===== config.mk =====
export PLATFORM = sky130hd
export DESIGN_NAME = ut_control_unit
export DESIGN_NICKNAME = d
export VERILOG_FILES = /design/src/rtl/ut_control_unit.sv
export SDC_FILE = /design/constraint.sdc
export NUM_CORES = 1
export LEC_CHECK = 0
export ABC_AREA = 1
export BUFFER_PORTS_ARGS = -buffer_cell sky130_fd_sc_hd__clkbuf_2
export CAP_MARGIN = 20
export CORE_ASPECT_RATIO = 1.5
export CORE_MARGIN = 3
export CORE_UTILIZATION = 40
export CTS_BUF_LIST = sky130_fd_sc_hd__clkbuf_8
export DETAILED_ROUTE_END_ITERATION = 10
export PLACE_DENSITY = 0.71
export SYNTH_ARGS = -nofsm -noshare
export SYNTH_HDL_FRONTEND = slang
export SYNTH_SLANG_ARGS = --single-unit

===== constraint.sdc =====
create_clock -name clk -period 2.8 [get_ports clk]
set_input_delay 0.14 -clock clk [delete_from_list [all_inputs] [get_ports clk]]
set_output_delay 0.14 -clock clk [all_outputs]
set_load 0.01 [all_outputs]

===== src/rtl/ut_control_unit.sv =====
`default_nettype none
// ============================================================================
// ut_control_unit -- multi-cycle fetch/decode/execute sequencer for the UT
//                    accumulator processor.
// Revision: 1.0
// ============================================================================
module ut_control_unit #(
  parameter int ADDR_WIDTH = 6
) (
  input  logic                  clk,
  input  logic                  rst,
  input  logic                  ce,
  input  logic [ADDR_WIDTH+1:0] mem_data_in,
  input  logic                  carry_in,
  output logic [ADDR_WIDTH-1:0] mem_addr,
  output logic                  mem_en,
  output logic                  mem_we,
  output logic                  load_acc,
  output logic                  alu_sel,
  output logic                  load_carry,
  output logic                  clear_carry,
  output logic [ADDR_WIDTH-1:0] pc_out
);

  localparam int IW = ADDR_WIDTH + 2;

  typedef enum logic [2:0] {
    S_FETCH   = 3'd0,
    S_DECODE  = 3'd1,
    S_OPERAND = 3'd2,
    S_EXEC    = 3'd3,
    S_STORE   = 3'd4,
    S_JUMP    = 3'd5
  } state_t;

  state_t                state, state_nxt;
  logic [ADDR_WIDTH-1:0] pc, pc_nxt;
  logic [IW-1:0]         ir, ir_nxt;

  logic [1:0]            opcode;
  logic [ADDR_WIDTH-1:0] target;

  logic [ADDR_WIDTH-1:0] addr_d;
  logic                  en_d, we_d, acc_d, sel_d, lc_d, cc_d;
  logic                  active;

  assign opcode = ir[IW-1:IW-2];
  assign target = ir[ADDR_WIDTH-1:0];

  always_ff @(posedge clk) begin
    if (rst) begin
      state <= S_FETCH;
      pc    <= '0;
      ir    <= '0;
    end else if (ce) begin
      state <= state_nxt;
      pc    <= pc_nxt;
      ir    <= ir_nxt;
    end
  end

  always_comb begin
    state_nxt = S_FETCH;
    pc_nxt    = pc;
    ir_nxt    = ir;
    addr_d    = pc;
    en_d      = 1'b0;
    we_d      = 1'b0;
    acc_d     = 1'b0;
    sel_d     = 1'b0;
    lc_d      = 1'b0;
    cc_d      = 1'b0;
    case (state)
      S_FETCH: begin
        en_d      = 1'b1;
        state_nxt = S_DECODE;
      end
      S_DECODE: begin
        ir_nxt = mem_data_in;
        pc_nxt = pc + ADDR_WIDTH'(1);
        case (mem_data_in[IW-1:IW-2])
          2'b10:   state_nxt = S_STORE;
          2'b11:   state_nxt = S_JUMP;
          default: state_nxt = S_OPERAND;
        endcase
      end
      S_OPERAND: begin
        addr_d    = target;
        en_d      = 1'b1;
        state_nxt = S_EXEC;
      end
      S_EXEC: begin
        addr_d = target;
        acc_d  = 1'b1;
        sel_d  = opcode[0];
        lc_d   = (opcode == 2'b01);
      end
      S_STORE: begin
        addr_d = target;
        en_d   = 1'b1;
        we_d   = 1'b1;
      end
      S_JUMP: begin
        addr_d = target;
        // A set carry means "condition failed": fall through and consume it.
        if (carry_in) cc_d   = 1'b1;
        else          pc_nxt = target;
      end
      default: state_nxt = S_FETCH;
    endcase
  end

  // Strobes are suppressed whenever the state cannot advance.
  assign active      = ce & ~rst;
  assign mem_en      = en_d  & active;
  assign mem_we      = we_d  & active;
  assign load_acc    = acc_d & active;
  assign load_carry  = lc_d  & active;
  assign clear_carry = cc_d  & active;
  assign mem_addr    = rst ? '0 : addr_d;
  assign alu_sel     = rst ? 1'b0 : sel_d;
  assign pc_out      = pc;

endmodule
`default_nettype wire


# Yosys cells after proc, flatten, opt, wreduce, memory -nomap -nowiden
# Index checks and enable logic that the tools add are counted.
[word_totals]
regBits = 17
input_bits = 12
out_inout_bits = 18
[op_classes]
add_sub_neg = 1
eq_ne = 9
n_mux = 14
n_bitwise = 7
n_reduce_logical = 6
[ops]
columns = ["op", "n"]
rows = [
  ["$mux 6", 3],
  ["$pmux 6 s2", 1],
  ["$pmux 3 s3", 1],
  ["$mux 1", 8],
  ["$add 6x1->6 const B", 1],
  ["$and 1x1->1", 6],
  ["$eq 3x2->1 const B", 2],
  ["$eq 3x3->1 const B", 2],
  ["$pmux 3 s2", 1],
  ["$eq 2x2->1 const B", 2],
  ["$reduce_or 4->1", 1],
  ["$eq 3x1->1 const B", 1],
  ["$logic_not 3->1", 1],
  ["$reduce_and 3->1", 1],
  ["$reduce_or 3->1", 1],
  ["$eq 2x1->1 const B", 1],
  ["$ne 2x2->1 const B", 1],
  ["$reduce_and 2->1", 1],
  ["$reduce_bool 2->1", 1],
  ["$not 1->1", 1],
]

# Logic depth before layout (Yosys ltp)
# Gate-level depths: netlist of the first run.
[depth]
word_depth = 4
depth_mapped = 9
mapped_depth_nobuf = 8

# Worst setup path before layout of the first run
# OpenSTA, ideal clock, no wires.
[synth_path]
path_kind = "register to output"
start = "reg state[0]"
end = "out mem_addr[1]"
arrival_time_ns = 1.155
t_required_ns = 2.660
slack_ns = 1.505
path_stages_with_launch = 9
cell_sequence = "dfxtp_1 buf_6 inv_4 nor2_4 nand2_4 nand3_4 buf_8 o21ai_1 a21oi_1"
[synth_between]
elab_chain_len = 4
elab_cells_between_ends = 7
[synth_lines]
columns = ["element", "line", "source"]
rows = [
  ["start: declaration", "36", "state_t state, state_nxt;"],
  ["start signal: assignment", "56", "state <= state_nxt;"],
  ["$eq 3x3->1 / $eq 3x2->1 (equally long branches)", "73", "case (state)"],
  ["$reduce_or 4->1 (no line) (*)", "n/a", ""],
  ["$mux 6 (*)", "73", ""],
  ["$mux 6 (*)", "120", "assign mem_addr = rst ? '0 : addr_d;"],
  ["end: declaration", "15", "output logic [ADDR_WIDTH-1:0] mem_addr,"],
]
# Every way passes the cells marked *; elsewhere a longest branch is shown, timed or not.

# Worst setup path after layout of the first run
[layout_path]
start = "reg state[0]"
end = "out mem_addr[0]"
# Same word-level chain as after synthesis.

==> results of run 1 <==
## area by class of cell
class / instances / area share (%)
Clock buffer: 3 / 3.50
Inverter: 17 / 5.62
Tap cell: 23 / 2.44
Timing Repair Buffer: 29 / 12.3
Sequential cell: 17 / 28.8
Clock inverter: 1 / 0.318
Multi-Input combinational cell: 109 / 47.0
## cell families after synthesis
family,synth area share (%)
AO/OA/AOI/OAI,21.3
XOR/XNOR,0.858
adder cells (fa/ha/maj),1.23
buffers and inverters,12.4
flip-flops,33.3
AND/OR/NAND/NOR,30.9
## placed cells by master (no fill, tap or decap), types with 2 or more instances in the layout
cell / count
nand3_1: 9
nand2_2: 2
o21ai_0: 10
a21oi_1: 19
o21ai_1: 8
nor3_1: 2
inv_1: 15
nand2_1: 28
clkbuf_2: 29
nor2_2: 2
clkbuf_8: 3
dfxtp_1: 17
nor2_1: 16
inv_2: 2
## sequential cells by signal, summed over array words and instances, names as in the netlist
signal and flops:
ir 8, pc_out 6, state 3
## per-stage QoR
| step | cells | total power, mW | utilization, % | setup WS [ns] | hold WS (ns) |
|---|---|---|---|---|---|
| 6_report | 199 | 0.530 | 50.5 | 1.02 | 0.155 |
| 5_1_grt | 199 | 0.560 | 50.5 | 0.865 | 0.173 |
| 4_1_cts | 199 | 0.537 | 50.5 | 1.02 | 0.157 |
| 3_5_place_dp | 195 | 0.355 | 48.5 | 1.32 | 0.424 |
| 3_3_place_gp | 195 | 0.354 | 48.5 | 1.36 | 0.410 |
| 2_1_floorplan | 150 | 0.335 | - | 1.51 | 0.297 |
## per-layer routing
| layer | global-route usage (%) | share of wire, % | vias to the layer above |
|---|---|---|---|
| met4 | 7.27 | 1.6 | 0 |
| met2 | 29.5 | 51 | 30 |
| met3 | 2.63 | 4.8 | 4 |
| met1 | 20.3 | 43 | 480 |
| li1 | - | - | 540 |
| met5 | 0 | 0 | - |
## worst max-delay path: cells and delay by family (launching register included)
family | cells | cell delay (ns)
DFF | 1 | 0.50
AOI/OAI and AO/OA | 2 | 0.25
buffers and inverters | 2 | 0.21
and+or+nand+nor | 3 | 0.43
## report_power, final
group          switching, mW  internal (mW)
Sequential            0.0129          0.254
Combinational         0.0521         0.0311
Clock                 0.0828         0.0973
Total                  0.148          0.382
## path summary, 6_finish.rpt
check | from | cells past startpoint | endpoint
worst max-delay path | state[0] | 7 | mem_addr[0]
worst max register to register | state[0] | 7 | pc_out[0]
worst min-delay path | rst | 2 | ir[7]
worst min register to register | ir[7] | 2 | ir[7]
==> results.sh, run 1 <==
export IMPL_status="completed"
export IMPL_routed_wl_mm=2.45
export IMPL_clock_root_buffer="clkbuf_8"
export IMPL_crit_path_cell_trace="inv_4, nor2_4, nand2_4, nand3_4, o21ai_0, a21oi_1, clkbuf_2"
export IMPL_peakVddDrop_v=0.000234
export IMPL_clock_sinks=17
export IMPL_io_pins=30
export IMPL_fin_worst_skew_ns=0.00213
export IMPL_hold_viol=0
export IMPL_tightestPinTransition_ns=0.438
export IMPL_critPathMaxFanout=12
export IMPL_synthArstFlopShare_pct=0
export IMPL_fillers=251
export IMPL_first_iter_violations=37
export IMPL_synth_ff_type="dfxtp_1"
export IMPL_finalSetupViolations=0
export IMPL_hpwl_mm=1.91
export IMPL_yosys_top_cells_area="dfxtp_1 33%, nand2_1 10%, a21oi_1 9.3%"
export IMPL_place_area_um2=1130
export IMPL_drc=0
export IMPL_hold_path_class="in -> reg"
export IMPL_p_leak_nw=0.552
export IMPL_cts_max_path_buffers=2
export IMPL_antenna_cells=0
export IMPL_post_cts_repair_setup_buffers=0
export IMPL_fp_dieArea_um2=3210
export IMPL_min_period_ns=1.78
export IMPL_gp_congestion=0.876
export IMPL_synth_seq_cells=17
export IMPL_cts_tree="built"
export IMPL_cp_slowest_cell="dfxtp_1"
export IMPL_vias=1054
export IMPL_relSlewSlack_pct=70.8
export IMPL_die_x_um=47.3
export IMPL_initial_utilization_pct=43.7
export IMPL_ys_seq_area_share_pct=33.3
export IMPL_grt_overflow=0
export IMPL_cts_reportedPaths_clkPinSlew_ns=0.06
export IMPL_antenna_found_initial=0
export IMPL_vias_per_cell=5.30
export IMPL_core_area_um2=2340
export IMPL_cts_buffers=3
export IMPL_drive_gt1_share_pct=25.6
export IMPL_wl_per_cell_um=12.3
export IMPL_track_usage_pct=17.2
export IMPL_syn_nets=163
export IMPL_postRouteAntennaNets=0
export IMPL_yosys_warnings=0
export IMPL_holdBufCountCts=0
export IMPL_synth_edf_count=0
export IMPL_fin_setup_tns_ns=0
export IMPL_worstPathRequired_ns=2.66
export IMPL_reg2reg_slack_ns=1.43
export IMPL_yosysUniqueCellTypes=31
export IMPL_fin_area_um2=1180
export IMPL_yosysTopAreaCellShare_pct=33.3
export IMPL_h_tree_depth=1
export IMPL_yosysTopAreaCell="dfxtp_1"
export IMPL_p_per_area_nw_per_um2=449
export IMPL_critPathLaunchType="flop"
export IMPL_area_growth_pct=15.6
export IMPL_slowest_delay_ns=0.50
export IMPL_synth_cells=150
export IMPL_fp_dieH_um=67.9
export IMPL_maxCapViolCount=0
export IMPL_clkLatencyLatePin_ns=0.25
export IMPL_ctsResizeCount=0
export IMPL_rsz0062_at_grt="false"
export IMPL_first_pass_iters=4
export IMPL_critPathArrivalTime_ns=1.64
export IMPL_grt_pass1_wl_mm=4.06
export IMPL_regArea_um2=340
export IMPL_slew_viol_final=0
export IMPL_rows=21
export IMPL_worstSetupPathType="reg -> out"
export IMPL_io_buffer_count=29
export IMPL_layout_nets=190
export IMPL_multi_input_area_um2=554
export IMPL_grt_max_degree=19
export IMPL_yosys_top_cells_count="28 x nand2_1, 19 x a21oi_1, 17 x dfxtp_1"
export IMPL_max_freq_ghz=0.561
export IMPL_syn_area_um2=1020
export IMPL_grt_pass1_vias=954
export IMPL_post_route_period_util_pct=63.6
export IMPL_end_kind="output port"
export IMPL_yosysMostFrequentCell="nand2_1"
export IMPL_postSynthAreaPerCell_um2=6.81
Note: power is estimated with default switching activity, not from simulation.
==> run 2, diff against run 1 <==
==> constraint.sdc (replaced) <==
create_clock -name clk -period 1.7 [get_ports clk]
set_input_delay 0.085 -clock clk [delete_from_list [all_inputs] [get_ports clk]]
set_output_delay 0.085 -clock clk [all_outputs]
set_load 0.01 [all_outputs]
==> run 2 against run 1 <==
Non-clock buffer count up 1. Highest routed layer unchanged. Clock skew hardly changed. Worst hold slack worse by 0.049 ns. Register-to-register slack worse by 0.98 ns. Count of clock-buffer cells in the layout is the same.
==> results.sh, run 2 (synthesis gave the netlist of run 1 again) <==
export IMPL_antenna_found_initial=0
export IMPL_critPathLaunchType="flop"
export IMPL_grt_overflow=0
export IMPL_first_pass_iters=4
export IMPL_fin_area_um2=1190
export IMPL_drc=0
export IMPL_hpwl_mm=1.95
export IMPL_clock_root_buffer="clkbuf_8"
export IMPL_fin_worst_skew_ns=0.00205
export IMPL_tightestPinTransition_ns=0.296
export IMPL_initial_utilization_pct=43.7
export IMPL_vias=1073
export IMPL_cts_reportedPaths_clkPinSlew_ns=0.07
export IMPL_maxCapViolCount=0
export IMPL_worstSetupPathType="reg -> out"
export IMPL_worstPathRequired_ns=1.62
export IMPL_cts_buffers=3
export IMPL_max_freq_ghz=0.634
export IMPL_largest_register="ir"
export IMPL_place_area_um2=1140
export IMPL_hold_path_class="in -> reg"
export IMPL_h_tree_depth=1
export IMPL_critPathArrivalTime_ns=1.49
export IMPL_wl_per_cell_um=12.2
export IMPL_reg2reg_slack_ns=0.45
export IMPL_io_pins=30
export IMPL_fillers=248
export IMPL_placedCellCount=196
export IMPL_grt_pass1_vias=950
export IMPL_layout_common_cells="29 x clkbuf_2, 28 x nand2_1, 19 x a21oi_1, 16 x nor2_1, 15 x inv_1"
export IMPL_end_kind="output port"
export IMPL_core_area_um2=2340
export IMPL_critPathMaxFanout=12
export IMPL_power_frac_clock_pct=33.5
export IMPL_p_int_mw=0.631
export IMPL_layout_nets=191
export IMPL_seq_power_share_pct=50.4
export IMPL_comb_power_share_pct=16.1
export IMPL_relSlewSlack_pct=80.2
export IMPL_routed_wl_mm=2.44
export IMPL_utilization_pct=51.0
export IMPL_p_sw_mw=0.240
export IMPL_track_usage_pct=17.0
export IMPL_post_cts_repair_setup_buffers=0
export IMPL_final_common_cell="clkbuf_2"
export IMPL_hold_viol=0
export IMPL_io_buffer_count=29
export IMPL_rows=21
export IMPL_min_period_ns=1.58
export IMPL_clkLatencyLatePin_ns=0.24
export IMPL_fin_ws_ns=0.122
export IMPL_cts_tree="built"
export IMPL_finalSetupViolations=0
export IMPL_gp_congestion=0.934
export IMPL_ctsResizeCount=0
export IMPL_p_sw_share_pct=27.6
export IMPL_antenna_cells=0
export IMPL_fin_cells=200
export IMPL_fp_dieArea_um2=3210
export IMPL_first_iter_violations=48
export IMPL_p_leak_nw=0.559
export IMPL_status="completed"
export IMPL_cts_max_path_buffers=2
export IMPL_postRouteAntennaNets=0
export IMPL_drive_gt1_share_pct=27.7
export IMPL_grt_pass1_wl_mm=4.02
export IMPL_die_x_um=47.3
export IMPL_slew_viol_final=0
export IMPL_p_per_area_nw_per_um2=730
export IMPL_grt_max_degree=16
export IMPL_rsz0062_at_grt="false"
export IMPL_fp_dieH_um=67.9
export IMPL_area_growth_pct=16.9
export IMPL_clock_sinks=17
export IMPL_whs_ns=0.106
export IMPL_vias_per_cell=5.37
export IMPL_finalPower_mw=0.871
export IMPL_largest_reg_flops=8
export IMPL_holdBufCountCts=0
export IMPL_peakVddDrop_v=0.000413
export IMPL_post_route_period_util_pct=92.8
export IMPL_fin_setup_tns_ns=0
export IMPL_pre_cts_ws_ns=0.278
-- run 2: cell types whose count changed in the layout (fill, tap and decap cells not counted) --
cell,delta
dfxtp_4,+1
buf_4,+1
dfxtp_1,-3
dfxtp_2,+2
-- run 2: layout make-up --
cell class / count / area (µm²) / area share, %
clock inverter: 1 / 3.75 / 0.314
sequential: 17 / 347 / 29.0
timing repair buffer: 30 / 153 / 12.8
clock buffer: 3 / 41.3 / 3.46
inverter: 17 / 66.3 / 5.56
tap: 23 / 28.8 / 2.41
multi-input combinational: 109 / 554 / 46.4
-- run 2: routing by layer --
layer	up-vias	GRT usage, %	wire length (µm)
met1	487	20.2	1050
met5	-	0	0
met3	4	3.68	131
met2	37	28.4	1220
li1	545	-	-
met4	0	6.92	35
-- run 2: worst paths after layout --
kind                            cells past startpoint      from           to
worst max-delay path                                7  state[0]  mem_addr[5]
worst min-delay path                                2       rst     state[0]
worst max register to register                      7  state[2]    pc_out[2]
worst min register to register                      2     ir[7]        ir[7]
-- run 2: power groups by stage --
| stage | combinational [mW] | clock, mW | sequential, mW |
|---|---|---|---|
| 2_1_floorplan | 0.113 | 0 | 0.439 |
| 3_3_place_gp | 0.137 | 0 | 0.447 |
| 5_1_grt | 0.158 | 0.320 | 0.442 |
| 6_report | 0.140 | 0.292 | 0.439 |
| 4_1_cts | 0.140 | 0.303 | 0.438 |
| 3_5_place_dp | 0.140 | 0 | 0.447 |
-- run 2: worst max-delay path, cell delays in order (launching register included) --
cell	delay, ns
dfxtp_4	0.40
inv_4	0.04
nor2_4	0.15
nand2_4	0.12
nand3_4	0.15
o21ai_0	0.09
a21oi_1	0.14
clkbuf_2	0.15
==> run 3, diff against run 2 <==
--- a/config.mk
+++ b/config.mk
@@ -5,7 +5,6 @@
 export SDC_FILE = /design/constraint.sdc
 export NUM_CORES = 1
 export LEC_CHECK = 0
-export ABC_AREA = 1
 export BUFFER_PORTS_ARGS = -buffer_cell sky130_fd_sc_hd__clkbuf_2
 export CAP_MARGIN = 20
 export CORE_ASPECT_RATIO = 1.5
==> run 3 against run 2 <==
Clock power grew 2%. Worst hold slack worse by 0.058 ns. First-iteration DRC count increased by 4.2%. Synthesized cell count decreased by 17%. Wire length grew 3.8%. Design area is 5.2% higher. Critical path depth fell by 3. Critical endpoint is now mem_addr[2]. Largest cell class unchanged. Highest routed layer unchanged.
==> results.sh, run 3 <==
export IMPL_yosys_warnings=0
export IMPL_final_common_cell="clkbuf_2"
export IMPL_critPathLaunchType="flop"
export IMPL_fin_ws_ns=0.142
export IMPL_h_tree_depth=1
export IMPL_routed_wl_mm=2.53
export IMPL_first_iter_violations=50
export IMPL_synthArstFlopShare_pct=0
export IMPL_clock_root_buffer="clkbuf_8"
export IMPL_yosysUniqueCellTypes=40
export IMPL_slew_viol_final=0
export IMPL_synth_compound_area_share_pct=23.5
export IMPL_core_area_um2=2480
export IMPL_finalPower_mw=0.844
export IMPL_relSlewSlack_pct=78.5
export IMPL_yosys_top_cells_area="dfxtp_1 33%, mux2i_1 8.6%, nand2_1 5.8%"
export IMPL_synth_simple_area_share_pct=24.4
export IMPL_maxCapViolCount=0
export IMPL_pre_cts_ws_ns=0.222
export IMPL_status="completed"
export IMPL_synthMuxAreaShare_pct=8.64
export IMPL_gp_congestion=0.891
export IMPL_track_usage_pct=16.7
export IMPL_clock_sinks=17
export IMPL_fin_worst_skew_ns=0.00372
export IMPL_p_per_area_nw_per_um2=672
export IMPL_end_kind="output port"
export IMPL_grt_pass1_wl_mm=4.14
export IMPL_worstSetupPathType="reg -> out"
export IMPL_cts_buffers=3
export IMPL_cts_tree="built"
export IMPL_syn_area_um2=1040
export IMPL_area_growth_pct=20.5
export IMPL_synth_edf_count=0
export IMPL_fillers=253
export IMPL_synth_xor_area_share_pct=2.64
export IMPL_grt_pass1_vias=980
export IMPL_peakVddDrop_v=0.000516
export IMPL_cts_max_path_buffers=2
export IMPL_cp_startpoint="state[1]"
export IMPL_yosysTopAreaCell="dfxtp_1"
export IMPL_layout_common_cells="29 x clkbuf_2, 16 x nand2_1, 15 x dfxtp_1, 11 x a21oi_1"
export IMPL_reg2reg_slack_ns=0.31
export IMPL_regArea_um2=343
export IMPL_min_period_ns=1.56
export IMPL_fp_dieArea_um2=3270
export IMPL_rr_worst_depth=3
export IMPL_grt_overflow=0
export IMPL_first_pass_iters=4
export IMPL_worstPathRequired_ns=1.62
export IMPL_initial_utilization_pct=42.1
export IMPL_synth_cells=125
export IMPL_postRouteAntennaNets=0
export IMPL_fp_dieH_um=68.5
export IMPL_antenna_found_initial=0
export IMPL_yosys_top_cells_count="17 x dfxtp_1, 16 x nand2_1, 11 x a21oi_1"
export IMPL_layout_nets=169
export IMPL_synth_seq_cells=17
export IMPL_io_buffer_count=29
export IMPL_synthAdderAreaFrac_pct=1.20
export IMPL_r2r_end="pc_out[4]"
export IMPL_cts_reportedPaths_clkPinSlew_ns=0.07
export IMPL_fin_setup_tns_ns=0
export IMPL_vias_per_cell=5.82
export IMPL_yosysTopAreaCellShare_pct=32.7
export IMPL_syn_nets=138
export IMPL_rsz0062_at_grt="false"
export IMPL_antenna_cells=0
export IMPL_post_route_period_util_pct=91.7
export IMPL_finalSetupViolations=0
export IMPL_hold_path_class="in -> reg"
export IMPL_utilization_pct=50.7
export IMPL_vias=1042
export IMPL_place_area_um2=1210
export IMPL_multi_input_area_um2=629
export IMPL_drc=0
export IMPL_r2r_start="state[0]"
export IMPL_synth_ff_type="dfxtp_1"
export IMPL_hold_viol=0
export IMPL_hpwl_mm=1.91
export IMPL_postSynthAreaPerCell_um2=8.34
export IMPL_p_leak_nw=0.539
export IMPL_largest_reg_flops=8
export IMPL_grt_max_degree=22
export IMPL_fin_area_um2=1260
export IMPL_clkLatencyLatePin_ns=0.25
export IMPL_io_pins=30
export IMPL_rows=22
export IMPL_synth_top_family_by_area="simple AND/OR/NAND/NOR gates"
export IMPL_critPathMaxFanout=14
export IMPL_tightestPinTransition_ns=0.323
export IMPL_critPathArrivalTime_ns=1.47
export IMPL_largest_register="ir"
export IMPL_min_path_cells=3
export IMPL_min_from="mem_data_in[0]"
export IMPL_max_freq_ghz=0.642
export IMPL_hold_path_endpoint="ir[0]"
export IMPL_drive_gt1_share_pct=29.0
export IMPL_yosysMostFrequentCell="dfxtp_1"
export IMPL_wl_per_cell_um=14.1
export IMPL_post_cts_repair_setup_buffers=0
export IMPL_ys_seq_area_share_pct=32.7
export IMPL_die_x_um=47.7
run 3: changes by cell type after synthesis, moves of 3 or more:
cell      delta
nand2_1     -12
nand3_1      -7
nor2_1       -8
mux2i_1      +9
inv_1        -7
a21oi_1      -8
buf_2        +3
o21ai_1      -8
a221oi_1     +3
run 3: layer usage:
layer	share of wire, %	global-route usage [%]	wire length, µm
met1	45	20.6	1130
met4	2.1	8.42	53
met5	0	0	0
met2	50	27.0	1280
met3	2.6	2.86	65
run 3: worst max path at each step:
stage                        to  slack [ns]  cells after the start
floorplan             pc_out[4]        0.48                      4
global placement      pc_out[5]        0.24                      3
detailed placement    pc_out[5]        0.22                      3
CTS                 mem_addr[2]        0.01                      4
global route        mem_addr[1]        0.02                      4
finish              mem_addr[2]        0.14                      4
run 3: area by class of cell:
cell class | instances | area share, %
multi-input combinational | 93 | 50.1
inverter | 7 | 2.09
clock inverter | 1 | 0.299
timing repair buffer | 34 | 14.5
clock buffer | 3 | 3.29
sequential | 17 | 27.3
tap | 24 | 2.39
run 3: cell families after synthesis:
family,after synthesis
multiplexers,9
buffers and inverters,15
adder cells (fa/ha/maj),1
AND/OR/NAND/NOR,45
XOR/XNOR,1
AO/OA/AOI/OAI,37
flip-flops,17
run 3: per-stage QoR:
stage / hold WS, ns / std cells
finish: 0.0485 / 179
floorplan: 0.164 / 125
detailed placement: 0.313 / 175
global route: 0.0446 / 179
global placement: 0.310 / 175
CTS: 0.0469 / 179
run 3: what timing repair did:
action / CTS / global route
hold buffers: 0 / 0
resized for setup: 1 / 1
setup endpoints to repair: 6 / 7
run 3: power by group:
part | switching (mW) | internal, mW | leakage, nW
logic | 0.0638 | 0.0507 | 0.373
clock network | 0.137 | 0.160 | 0.0269
registers | 0.0205 | 0.413 | 0.139
total | 0.221 | 0.623 | 0.539
run 3: critical path: stages, from the launching register on:
cell and delay, ns:
dfxtp_2 0.49, xor2_4 0.31, mux2i_1 0.24, nor2_1 0.06, clkbuf_2 0.13
